### src/rtl/jk_pkg.sv
// Shared JK drive encodings and helpers for counters built from JK flip-flop cells.
// A drive is the {j,k} pair presented to one cell for the coming clock edge.
package jk_pkg;

  typedef struct packed {
    logic j;
    logic k;
  } jk_drive_t;

  localparam jk_drive_t JK_HOLD = '{j: 1'b0, k: 1'b0};
  localparam jk_drive_t JK_SET  = '{j: 1'b1, k: 1'b0};
  localparam jk_drive_t JK_CLR  = '{j: 1'b0, k: 1'b1};
  localparam jk_drive_t JK_TOG  = '{j: 1'b1, k: 1'b1};

  // Minimal-activity drive: leave a bit alone when it already matches, toggle it otherwise.
  function automatic jk_drive_t jk_for_target(input logic q, input logic d);
    return (q == d) ? JK_HOLD : JK_TOG;
  endfunction

endpackage

### src/rtl/jkff_sr.sv
// JK flip-flop cell with synchronous active-high reset; reset wins over any J/K drive.
module jkff_sr (
  input  logic clk,
  input  logic rst,
  input  logic j,
  input  logic k,
  output logic q,
  output logic qbar
);

  always_ff @(posedge clk) begin
    if (rst) begin
      q <= 1'b0;
    end else begin
      case ({j, k})
        2'b01:   q <= 1'b0;
        2'b10:   q <= 1'b1;
        2'b11:   q <= ~q;
        default: q <= q;
      endcase
    end
  end

  assign qbar = ~q;

endmodule

### src/rtl/jk_modn_counter.sv
// Modulo-N up/down counter whose state lives entirely in JK cells; this level only
// works out the per-bit J/K drive plus the registered wrap and load-error pulses.
module jk_modn_counter
  import jk_pkg::*;
#(
  parameter int WIDTH   = 4,
  parameter int MODULUS = 10
) (
  input  logic             clk,
  input  logic             rst,
  input  logic             en,
  input  logic             up,
  input  logic             load,
  input  logic [WIDTH-1:0] load_val,
  output logic [WIDTH-1:0] count,
  output logic             tc,
  output logic             wrap,
  output logic             load_err
);

  if (MODULUS < 2 || MODULUS > (1 << WIDTH)) begin : g_badModulus
    $error("jk_modn_counter: MODULUS must lie in 2..2**WIDTH");
  end

  localparam logic [WIDTH-1:0] LAST = WIDTH'(MODULUS - 1);

  logic [WIDTH-1:0] w_qbar;
  logic [WIDTH-1:0] w_stepTarget;
  logic [WIDTH-1:0] w_loadTarget;
  logic             w_atLast;
  logic             w_atZero;
  logic             w_countInRange;
  logic             w_loadInRange;
  logic             w_tc;
  logic             r_wrap;
  logic             r_loadErr;
  jk_drive_t        w_drive [WIDTH];

  assign w_atLast       = (count == LAST);
  assign w_atZero       = &w_qbar;
  assign w_countInRange = (int'(count) < MODULUS);
  assign w_loadInRange  = (int'(load_val) < MODULUS);
  assign w_loadTarget   = w_loadInRange ? load_val : LAST;

  // An out-of-range count falls back to the wrap destination of the current direction.
  always_comb begin
    w_stepTarget = '0;
    if (up) begin
      w_stepTarget = (w_atLast || !w_countInRange) ? '0 : count + WIDTH'(1);
    end else begin
      w_stepTarget = (w_atZero || !w_countInRange) ? LAST : count - WIDTH'(1);
    end
  end

  always_comb begin
    for (int i = 0; i < WIDTH; i++) begin
      w_drive[i] = JK_HOLD;
      if (rst) begin
        w_drive[i] = JK_HOLD;
      end else if (load) begin
        w_drive[i] = w_loadTarget[i] ? JK_SET : JK_CLR;
      end else if (en) begin
        w_drive[i] = jk_for_target(count[i], w_stepTarget[i]);
      end
    end
  end

  for (genvar i = 0; i < WIDTH; i++) begin : g_bit
    jkff_sr u_cell (
      .clk  (clk),
      .rst  (rst),
      .j    (w_drive[i].j),
      .k    (w_drive[i].k),
      .q    (count[i]),
      .qbar (w_qbar[i])
    );
  end

  assign w_tc = en & ~rst & ~load & ((up & w_atLast) | (~up & w_atZero));

  always_ff @(posedge clk) begin
    if (rst) begin
      r_wrap    <= 1'b0;
      r_loadErr <= 1'b0;
    end else begin
      r_wrap    <= w_tc;
      r_loadErr <= load & ~w_loadInRange;
    end
  end

  assign tc       = w_tc;
  assign wrap     = r_wrap;
  assign load_err = r_loadErr;

endmodule

### config.mk
export PLATFORM = sky130hd
export DESIGN_NAME = jk_modn_counter
export DESIGN_NICKNAME = d
export VERILOG_FILES = /design/src/rtl/jk_pkg.sv /design/src/rtl/jkff_sr.sv /design/src/rtl/jk_modn_counter.sv
export SDC_FILE = /design/constraint.sdc
export NUM_CORES = 1
export LEC_CHECK = 0
export CORE_AREA = 10 10 47 49
export CTS_BUF_LIST = sky130_fd_sc_hd__clkbuf_2
export DETAILED_ROUTE_END_ITERATION = 7
export DIE_AREA = 0 0 57 59
export GPL_TIMING_DRIVEN = 0
export PLACE_DENSITY = 0.72
export SLEW_MARGIN = 20
export SYNTH_ARGS = -nofsm -noshare
export SYNTH_HDL_FRONTEND = slang
export SYNTH_SLANG_ARGS = --single-unit
### constraint.sdc
create_clock -name clk -period 4.4 [get_ports clk]
set_input_delay 1.1 -clock clk [delete_from_list [all_inputs] [get_ports clk]]
set_output_delay 1.1 -clock clk [all_outputs]
set_load 0.02 [all_outputs]
Word level (Yosys, flattened, before mapping):

Index checks and enable logic that the tools add are counted.

* register bits after elaboration: 6
* word-level logic and storage cells: 78

* $add $sub $neg: 2
* magnitude comparators: 2
* equal/unequal tests: 17
* multiplexer cells: 28
* bitwise operators: 15
* reduce and logical (&&, ||, !) cells: 8

Operators with widths (number)
* two-way mux 2 bit: 20
* == test 2 bit, second input constant: 8
* two-way mux 4 bit: 4
* one-hot mux 1 bit (3 select lines): 4
* nonzero test 3 bit: 4
* == test 2 x 1 -> 1 bit, second input constant: 4
* < comparator 4 bit, second input constant: 2
* inverter 1 bit: 8
* AND 1 bit: 6
* adder 4 x 1 -> 4 bit, second input constant: 1
* == test 1 bit: 4
* == test 4 bit, second input constant: 1
* AND reduction 4 bit: 1
* subtractor 4 x 1 -> 4 bit, second input constant: 1
* logical OR 1 bit: 2
* logical NOT 1 bit: 1
* OR 1 bit: 1

Logic depth before layout (Yosys ltp):

Gate-level depths: netlist (run 1).

* depth after elaboration: 12
* depth in mapped cells: 6

Cells and area by module:

A second synthesis (run 1) with hierarchy kept.

* cell total of the unflattened synthesis: 77
* area, all modules: 593.1 µm²

By module, submodules not included
* jk_modn_counter: instances 1, cells each 61, area an instance 452.9 µm², seq. area each 40.0 µm²
* jkff_sr: instances 4, cells each 4, area an instance 35.0 µm², seq. area each 20.0 µm²

Worst setup path after synthesis (run 1):

OpenSTA, ideal clock, no wires.

* kind: input to output
* from: in up
* to: out tc
* arrival: 2.146 ns
* required time: 3.300 ns
* setup slack: 1.154 ns
* stages on the path: 4
* path buffers: 1
* cells stage by stage: buf_2 nor2b_1 a31oi_1 nor4b_1

* longest elaborated chain between the ends: 4
* elaborated cells between the ends (all ways): 5
* those cells by class: bitwise: 5

RTL lines
* from (decl): line jk_modn_counter.sv:12 `input logic up,`
* inverter 1 bit: line jk_modn_counter.sv:79 `assign w_tc = en & ~rst & ~load & ((up & w_atLast) | (~up & w_atZero));`
* AND 1 bit: line jk_modn_counter.sv:79
* OR 1 bit *: line jk_modn_counter.sv:79
* AND 1 bit *: line jk_modn_counter.sv:79
* to (decl): line jk_modn_counter.sv:16 `output logic tc,`

Mark *: on every way between the ends. The rest lies on a longest branch, timed or not.

Final worst setup path (run 1):

Same ends and word-level chain as after synthesis.

==> results of run 1 <==
==> critical path: cells and delay by family <==
family                 cells  cell delay (ps)
buffers and inverters      3             1370
AND/OR/NAND/NOR            1              250
AO/OA/AOI/OAI              1              140
==> cells by family (layout without fill, tap and decap cells) <==
kind of cell / count (synthesis) / count (layout) / share of synthesized area
flip-flops: 6 / 6 / 0.215
adder cells (fa/ha/maj): 4 / 4 / 0.0897
AO/OA/AOI/OAI: 22 / 22 / 0.323
buffers and inverters: 13 / 30 / 0.135
AND/OR/NAND/NOR: 22 / 22 / 0.238
==> synthesized netlist by cell type, types with 2 or more instances <==
| master | n |
|---|---|
| buf_2 | 3 |
| a31oi_1 | 3 |
| nand2_1 | 4 |
| nor4b_1 | 2 |
| a21oi_1 | 5 |
| buf_4 | 4 |
| nor2_1 | 6 |
| inv_1 | 5 |
| ha_1 | 4 |
| o21ai_0 | 2 |
| dfxtp_1 | 6 |
==> worst paths after layout <==
path,slack [ps],cells after the start,startpoint,end
worst max-delay path,440,5,up,tc
worst min-delay path,640,2,g_bit[0].u_cell.q$_SDFFE_PP0P_,g_bit[0].u_cell.q$_SDFFE_PP0P_
worst max register to register,2610,6,g_bit[1].u_cell.q$_SDFFE_PP0P_,g_bit[1].u_cell.q$_SDFFE_PP0P_
worst min register to register,640,2,g_bit[0].u_cell.q$_SDFFE_PP0P_,g_bit[0].u_cell.q$_SDFFE_PP0P_
==> report_power, final <==
part	leakage, uW	internal [uW]	switching (uW)
combinational	0.000247	36.0	33.6
sequential	0.0000495	58.0	4.60
clock	0.0000125	18.5	22.9
==> stage by stage <==
stage / util / instances / power (uW) / hold slack (ps)
after floorplan: - / 67 / 109 / 546
after global placement: 0.513 / 97 / 132 / 610
after detailed placement: 0.513 / 97 / 134 / 629
after CTS: 0.523 / 100 / 174 / 649
after global routing: 0.523 / 100 / 183 / 685
final: 0.523 / 100 / 174 / 639
==> routing by layer <==
| metal | track usage | vias up | part of all wire |
|---|---|---|---|
| li1 | - | 282 | - |
| met1 | 0.0907 | 260 | 0.42 |
| met2 | 0.144 | 14 | 0.51 |
| met3 | 0.0408 | 2 | 0.053 |
| met4 | 0.0302 | 0 | 0.012 |
| met5 | 0 | - | 0 |
==> sequential cells by signal, summed over array words and instances, names as in the netlist <==
| name | flops |
|---|---|
| g_bit.u_cell.q | 4 |
| wrap | 1 |
| load_err | 1 |
==> cell type report <==
cell class	instances	area [um2]
fillers	141	668
multi-input cells	48	363
repair buffers	14	140
flip-flops and latches	6	120
plain buffers	8	56.3
well taps	16	20.0
inverters	5	18.8
clock buffers	3	15.0
==> flow_summary.yaml, run 1 <==
sta:
  rsz0062_at_grt: "no"
  clock-skew-final_ps: 5.85
  setup_violations: 0
  final_hold_viol_count: 0
  tightest_slew_ps: 402
  slew-limit-headroom: 0.729
  slew_viol_final: 0
  fmax_mhz: 252
  setup_ws_ps: 435
  period_needed_ps: 3960
  fin_crit_sh: 0.901
  setup_tns_ps: 0
clock_tree:
  cts_resized: 0
  cts.sinks: 6
  root_buffer: "clkbuf_2"
  htree_levels: 1
  tritoncts: "done"
  numCtsBuffers: 3
  insertion_delay_ps: 240
  cts.reportedPaths.clkPinSlew_ps: 60
  clockBufferDepth: 2
  hold_buffers: 0
  postCtsSetupBuffers: 0
global_routing:
  grt_max_degree: 11
  antenna_found_initial: 0
  gr-usage-all-layers: 0.0853
  grt_pass1_wl_um: 2370
  grt_pass1_vias: 551
  grt_overflow: 0
cells_and_area:
  final_common_cell: "clkdlybuf4s50_1"
  design_area_um2: 733
  drive_gt1_frac: 0.214
  final_cell_mix: "clkdlybuf4s50_1 (14), nor2_1 (6), dfxtp_1 (6)"
  area_growth_pct: 31.4
  diodes: 0
  nets: 99
power:
  powerDensity_nw_per_um2: 237
  leakagePower_uw: 0.000309
  peakVddDrop_mv: 0.150
floorplanning:
  dieArea_um2: 3360
  die_w_um: 57
  initial_core_util: 0.398
  io_pins: 16
  coreArea_um2: 1400
  fp-row-count: 14
  die_h_um: 59
routing:
  final_antenna_net_count: 0
  wl_per_cell_um: 14.3
  routed_via_density: 5.58
  finalWirelength_um: 1430
  drt-pass1-iter-count: 4
  vias: 558
  drc: 0
  drt_iter0_drc: 12
synthesis:
  ys_types: 34
  synth_area_leaders: "dfxtp_1 (22%), ha_1 (9.0%), buf_4 (5.4%), a21oi_1 (4.5%), nor2_1 (4.0%)"
  synth-edff-count: 0
  ys_warn_count: 0
  avgSynthCellArea_um2: 8.33
  ys_seq_area_frac: 0.215
  synth_nets: 80
  ys_ff_latch: 6
  syn_inst: 67
  synth_top_area_cell: "dfxtp_1"
  netlist_area_um2: 558
  async_flop_share: 0
  synth.top_cell.area_share: 0.215
  synth_ff_type: "dfxtp_1"
place:
  placed_area_um2: 718
  dp_slack_ps: 414
  hpwl_um: 1160
  place_congestion: 0.779
  io_buffers: 14
worst_setup_path:
  cp_cell_sequence: "clkdlybuf4s50_1, buf_2, a31oi_1, nor4b_1, clkdlybuf4s50_1"
  path_max_fanout: 10
  crit_arrival_ps: 2860
  crit_top_cell: "clkdlybuf4s50_1"
  crit_slowest_cell: "clkdlybuf4s50_1"
  critPathMaxStageDelay_ps: 660
  startpoint_type: "input port"
  cp_data_required_time_ps: 3300
  endpoint_kind: "primary output"
  critPathKind: "input port to primary output"
min_path:
  hp-class: "register to register"
job:
  cap_violations: 0
status:
  outcome: "finished clean"
Power figures use the tool's default switching activity.
==> run 2: changes to the inputs <==
GPL_ROUTABILITY_DRIVEN = 0   (was default)
==> results of run 2 <==
Same layout as run 1: the final DEF is identical, and so are final timing and power.
